`config.mk`:
```
export PLATFORM = sky130hd
export DESIGN_NAME = jump_ctrl
export DESIGN_NICKNAME = d
export VERILOG_FILES = /design/src/rtl/game_pkg.sv /design/src/rtl/frame_divider.sv /design/src/rtl/jump_ctrl.sv
export SDC_FILE = /design/constraint.sdc
export NUM_CORES = 1
export LEC_CHECK = 0
export CAP_MARGIN = 20
export CORE_MARGIN = 2
export CORE_UTILIZATION = 40
export CTS_CLUSTER_DIAMETER = 50
export DETAILED_ROUTE_END_ITERATION = 10
export GPL_ROUTABILITY_DRIVEN = 0
export GPL_TIMING_DRIVEN = 0
export PLACE_DENSITY = 0.76
export SETUP_SLACK_MARGIN = 0.4
export SLEW_MARGIN = 20
export SYNTH_ARGS = -nofsm -noshare
export SYNTH_HDL_FRONTEND = slang
export SYNTH_SLANG_ARGS = --single-unit
```
`constraint.sdc`:
```
create_clock -name frame_clk -period 2.05 [get_ports frame_clk]
set_input_delay 0.41 -clock frame_clk [delete_from_list [all_inputs] [get_ports frame_clk]]
set_output_delay 0.41 -clock frame_clk [all_outputs]
set_load 0.03 [all_outputs]
```
`src/rtl/game_pkg.sv`:
```
// rtl/game_pkg.sv - shared key codes and jump FSM state encoding
package game_pkg;

   localparam logic [7:0] JUMP_KEY  = 8'h1A;
   localparam logic [7:0] LEFT_KEY  = 8'h04;
   localparam logic [7:0] RIGHT_KEY = 8'h07;

   // Vertical speed is kept narrow internally and sign-extended at the port.
   localparam int VY_W = 8;

   typedef enum logic [1:0] {
      GROUNDED = 2'd0,
      RISING   = 2'd1,
      APEX     = 2'd2,
      FALLING  = 2'd3
   } jump_state_t;

endpackage

```
`src/rtl/frame_divider.sv`:
```
// rtl/frame_divider.sv - wrapping frame counter with load, enable and terminal count
module frame_divider #(
   parameter int PERIOD = 3
) (
   input  logic frame_clk,
   input  logic Reset,
   input  logic load,
   input  logic enable,
   output logic tc
);

   localparam int W = (PERIOD > 1) ? $clog2(PERIOD) : 1;
   localparam logic [W-1:0] LAST = W'(PERIOD - 1);

   logic [W-1:0] cnt;

   always_ff @(posedge frame_clk) begin
      if (Reset || load) begin
         cnt <= '0;
      end else if (enable) begin
         cnt <= (cnt == LAST) ? '0 : cnt + W'(1);
      end
   end

   assign tc = (cnt == LAST);

endmodule

```
`src/rtl/jump_ctrl.sv`:
```
// rtl/jump_ctrl.sv - per-frame walk and jump motion controller for the player character
module jump_ctrl #(
   parameter logic [7:0] JUMP_KEY    = game_pkg::JUMP_KEY,
   parameter logic [7:0] LEFT_KEY    = game_pkg::LEFT_KEY,
   parameter logic [7:0] RIGHT_KEY   = game_pkg::RIGHT_KEY,
   parameter int         WALK_STEP   = 3,
   parameter int         JUMP_V0     = 6,
   parameter int         GRAV_PERIOD = 3,
   parameter int         MAX_FALL    = 4,
   parameter int         APEX_FRAMES = 2
) (
   input  logic       frame_clk,
   input  logic       Reset,
   input  logic [7:0] keycode,
   input  logic [2:0] wLeft,
   input  logic [2:0] wRight,
   input  logic [2:0] wTop,
   input  logic [2:0] wBottom,
   input  logic       gate_block,
   output logic [9:0] x_motion,
   output logic [9:0] y_motion,
   output logic [1:0] state,
   output logic       airborne
);

   import game_pkg::*;

   localparam logic signed [VY_W-1:0] VY_LAUNCH = VY_W'(-JUMP_V0);
   localparam logic signed [VY_W-1:0] VY_ONE    = VY_W'(1);
   localparam logic signed [VY_W-1:0] VY_MAX    = VY_W'(MAX_FALL);

   jump_state_t            st;
   logic signed [VY_W-1:0] vy;
   logic signed [VY_W-1:0] vy_inc;
   logic                   armed;
   logic                   launch;
   logic                   g_en;
   logic                   g_tc;
   logic                   a_tc;

   always_comb begin
      launch = (st == GROUNDED) && (keycode == JUMP_KEY) && armed &&
               (wTop == 3'd1) && !gate_block;
      // Gravity only runs while rising freely or falling freely; any other frame restarts it.
      g_en   = ((st == RISING) && (wTop == 3'd1)) ||
               ((st == FALLING) && (wBottom != 3'd0));
      vy_inc = vy + VY_ONE;
   end

   frame_divider #(.PERIOD(GRAV_PERIOD)) u_gcnt (
      .frame_clk (frame_clk),
      .Reset     (Reset),
      .load      (!g_en),
      .enable    (g_en),
      .tc        (g_tc)
   );

   frame_divider #(.PERIOD(APEX_FRAMES)) u_acnt (
      .frame_clk (frame_clk),
      .Reset     (Reset),
      .load      (st != APEX),
      .enable    (st == APEX),
      .tc        (a_tc)
   );

   always_ff @(posedge frame_clk) begin
      if (Reset) begin
         st       <= GROUNDED;
         vy       <= '0;
         armed    <= 1'b0;
         x_motion <= '0;
         airborne <= 1'b0;
      end else begin
         if (keycode == JUMP_KEY)
            x_motion <= '0;
         else if ((keycode == LEFT_KEY) && (wLeft == 3'd1))
            x_motion <= 10'(-WALK_STEP);
         else if ((keycode == RIGHT_KEY) && (wRight == 3'd1))
            x_motion <= 10'(WALK_STEP);
         else
            x_motion <= '0;

         // Re-arm only once the jump key is released, so a held key cannot bounce.
         if (launch)
            armed <= 1'b0;
         else if (keycode != JUMP_KEY)
            armed <= 1'b1;

         case (st)
            GROUNDED: begin
               if (launch) begin
                  st       <= RISING;
                  vy       <= VY_LAUNCH;
                  airborne <= 1'b1;
               end else if (wBottom != 3'd0) begin
                  st       <= FALLING;
                  vy       <= VY_ONE;
                  airborne <= 1'b1;
               end else begin
                  vy <= '0;
               end
            end
            RISING: begin
               if (wTop != 3'd1) begin
                  st <= FALLING;
                  vy <= '0;
               end else if (g_tc) begin
                  if (vy_inc == '0) begin
                     st <= APEX;
                     vy <= '0;
                  end else begin
                     vy <= vy_inc;
                  end
               end
            end
            APEX: begin
               if (a_tc) begin
                  st <= FALLING;
                  vy <= VY_ONE;
               end else begin
                  vy <= '0;
               end
            end
            FALLING: begin
               if (wBottom == 3'd0) begin
                  st       <= GROUNDED;
                  vy       <= '0;
                  airborne <= 1'b0;
               end else if (g_tc && (vy < VY_MAX)) begin
                  vy <= vy_inc;
               end
            end
            default: begin
               st <= GROUNDED;
               vy <= '0;
            end
         endcase
      end
   end

   assign y_motion = {{(10-VY_W){vy[VY_W-1]}}, vy};
   assign state    = st;

endmodule

```
==> flow_summary.ini <==
[run_status]
status = finished clean

[timing]
relSlewSlack_pct = 61.56
setup_viol = 0
totalNegativeSetupSlack_ns = 0
period_share_pct = 98.48
unrepaired_setup_endpoints_after_global_routing = true
worstMarginPinSlew_ns = 0.5767
final.hold.worst_slack_ns = 0.4521
max_freq_ghz = 0.4954
final_hold_violation_count = 0
finalMaxSlewViolations = 0
layout_min_cycle_time_ns = 2.019
clock-skew-final_ns = 0.009014

[final_layout]
antennaDiodeCount = 0
finish.instance_area_um2 = 2150
fill_cells = 221
syn_to_final_growth_pct = 73.89
fin_nets = 247
share_of_layout_cells_above_drive_strength_1_pct = 47.93
multiInputGateArea_um2 = 1005
area.sequential_um2 = 381.6
finalCoreUtilization_pct = 71.58

[clocking]
clock-sinks = 18
tritoncts = yes
h-tree-depth = 1
clkLatencyLatePin_ns = 0.31
cts_buffer_depth = 2
clkTransAtPathRegs_ns = 0.12
hold_buffers = 0
clock-root-buffer = sky130_fd_sc_hd__clkbuf_4
cts_inserted_buffers = 3

[synthesis]
synthCells = 145
netlist-cell-type-count = 55
yosys_warnings = 0
synth_enable_flop_cells = 0
ys.flop_type = sky130_fd_sc_hd__dfxtp_1
yosysSeqAreaShare_pct = 29.15
mappedNetlistNets = 174
avgSynthCellArea_um2 = 8.525
yosys_register_bits = 18
syn_area_um2 = 1236
async_flop_share_pct = 0

[worst_setup_path]
setup.worst_path.start_class = flip-flop
cp_top_family = compound AO/OA/AOI/OAI gates
worstSetupEndpointType = flip-flop
worst_path_cell_with_the_longest_stage_delay = sky130_fd_sc_hd__dfxtp_4
critical_path_required_ns = 2.28
critPathMaxStageDelay_ns = 0.39
cp_num_buf_inv = 0
cp.arrival_ns = 2.25
critical_path.max_fanout = 4
worstSetupPathType = reg2reg
critical_path.cell_chain = ha_4, o31a_1, nand3b_1, a2111oi_4, a21boi_4, o221ai_2, a211oi_2

[route]
first_pass_iters = 4
detail_route.drc_violations = 0
finalWirelength_um = 4168
drtIter0Drc = 57
viasPerCell = 5.860
dr_total_vias = 1465
route.detailed.wl_per_inst_um = 16.67
detail-route-antenna-nets = 0

[placed_design]
io_buffers = 45
dp_hpwl_um = 2595
placedInstanceArea_um2 = 1812

[floorplan]
floorplan.die_area_um2 = 3551
die_y_um = 59.59
standard_cell_rows = 20
fp.dieW_um = 59.59
num_io_pins = 46
start_util_pct = 41.17
floorplan.core_area_um2 = 3003

[pwr]
pwr_density_cell_nw_per_um2 = 735.6
total_power_uw = 1581
power_leakage_uw = 0.0009223
vdd_drop_max_mv = 0.4114

[global_routing]
initial_antenna_violation_count = 0
grt_pass1_vias = 1402
global_route.usage.total_pct = 23.67
grt_start_max_net_pins = 11
grt_pass1_wl_um = 6375
grt.overflow.total = 0

[job]
drv.max_cap_violation_count = 0

[hold_path]
hold_class = in2reg
-- worst register-to-register path: stages (launching register included) --
cell and delay [ns]:
sky130_fd_sc_hd__dfxtp_4 0.39, sky130_fd_sc_hd__ha_4 0.16, sky130_fd_sc_hd__o31a_1 0.14, sky130_fd_sc_hd__nand3b_1 0.22
sky130_fd_sc_hd__a2111oi_4 0.39, sky130_fd_sc_hd__a21boi_4 0.32, sky130_fd_sc_hd__o221ai_2 0.13, sky130_fd_sc_hd__a211oi_2 0.19
-- layout by cell type, fill, tap and decap left out, drive strengths merged, types with 3 or more instances in the layout --
master / netlist / layout
a21oi: 5 / 5
a22oi: 3 / 3
and3: 3 / 3
buf: 10 / 33
clkbuf: 2 / 16
clkdlybuf4s15: 0 / 3
clkdlybuf4s50: 0 / 8
dfxtp: 18 / 18
dlygate4sd2: 0 / 23
ha: 6 / 6
inv: 5 / 5
nand2: 7 / 7
nand2b: 3 / 3
nand3: 5 / 5
nor2: 12 / 12
nor2b: 4 / 4
nor3: 8 / 8
nor3b: 3 / 3
o21ai: 10 / 10
o31ai: 4 / 4
or2: 3 / 3
-- where the power goes --
group          total [µW]  internal, µW  switching (µW)
clock network         232           108             124
registers             481           416            65.3
logic                 868           422             445
-- metal layers --
| metal | global-route usage [%] | vias up | part of all wire, % |
|---|---|---|---|
| met5 | 0 | - | 0 |
| met4 | 7.937 | 0 | 2.4 |
| li1 | - | 682 | - |
| met3 | 2.183 | 10 | 4.5 |
| met1 | 29.24 | 714 | 41 |
| met2 | 42.70 | 59 | 52 |
-- timing repair --
item	in CTS	in global routing
pin swaps	26	13
setup endpoints to repair	37	22
cloned	2	0
resized for setup	77	37
buffers inserted	18	3
-- area by class of cell --
| type | instances | share of cell area (%) |
|---|---|---|
| multi-input combinational | 110 | 46.74 |
| timing repair buffer | 68 | 26.37 |
| sequential | 18 | 17.75 |
| buffer | 12 | 4.540 |
| tap | 33 | 1.921 |
| clock buffer | 4 | 1.688 |
| inverter | 5 | 0.9895 |
-- path summary, 6_finish.rpt --
| check | from | to | slack [ns] | cells after the start |
|---|---|---|---|---|
| worst max-delay path | state[0] | state[0] | 0.03 | 7 |
| worst min-delay path | Reset | u_gcnt.cnt[0] | 0.45 | 2 |
| worst max register to register | state[0] | state[0] | 0.03 | 7 |
| worst min register to register | u_gcnt.cnt[0] | u_gcnt.cnt[0] | 0.46 | 1 |
-- synthesized netlist by cell type, drive strengths merged (4+ instances only) --
cell type / instances / area, µm²
dfxtp: 18 / 360.4
nor2: 12 / 45.04
buf: 10 / 71.31
o21ai: 10 / 50.04
nor3: 8 / 51.30
nand2: 7 / 26.28
ha: 6 / 75.07
a21oi: 5 / 28.78
inv: 5 / 18.77
nand3: 5 / 35.03
nor2b: 4 / 25.02
o31ai: 4 / 30.03
-- cell families (layout without fill, tap and decap cells) --
family / after synthesis / count (layout) / share of synthesized area [%]
buf+inv: 17 / 89 / 7.894
compound gates: 37 / 37 / 22.06
simple gates: 66 / 66 / 34.01
mux: 1 / 1 / 0.8097
fa+ha+maj: 6 / 6 / 6.073
flops: 18 / 18 / 29.15
-- metrics by stage --
step | std cells | setup WS [ns]
after detailed placement | 223 | -0.5219
after floorplan | 145 | 0.1804
final | 250 | 0.03125
after global placement | 223 | -0.4882
after CTS | 247 | 0.08953
after global routing | 250 | -0.03463
-- sequential cells by signal, indices dropped and copies added, names as in the netlist --
register	cells
vy	8
armed	1
state	2
x_motion	3
u_gcnt.cnt	2
airborne	1
u_acnt.tc	1
(Power assumes the default switching activity.)
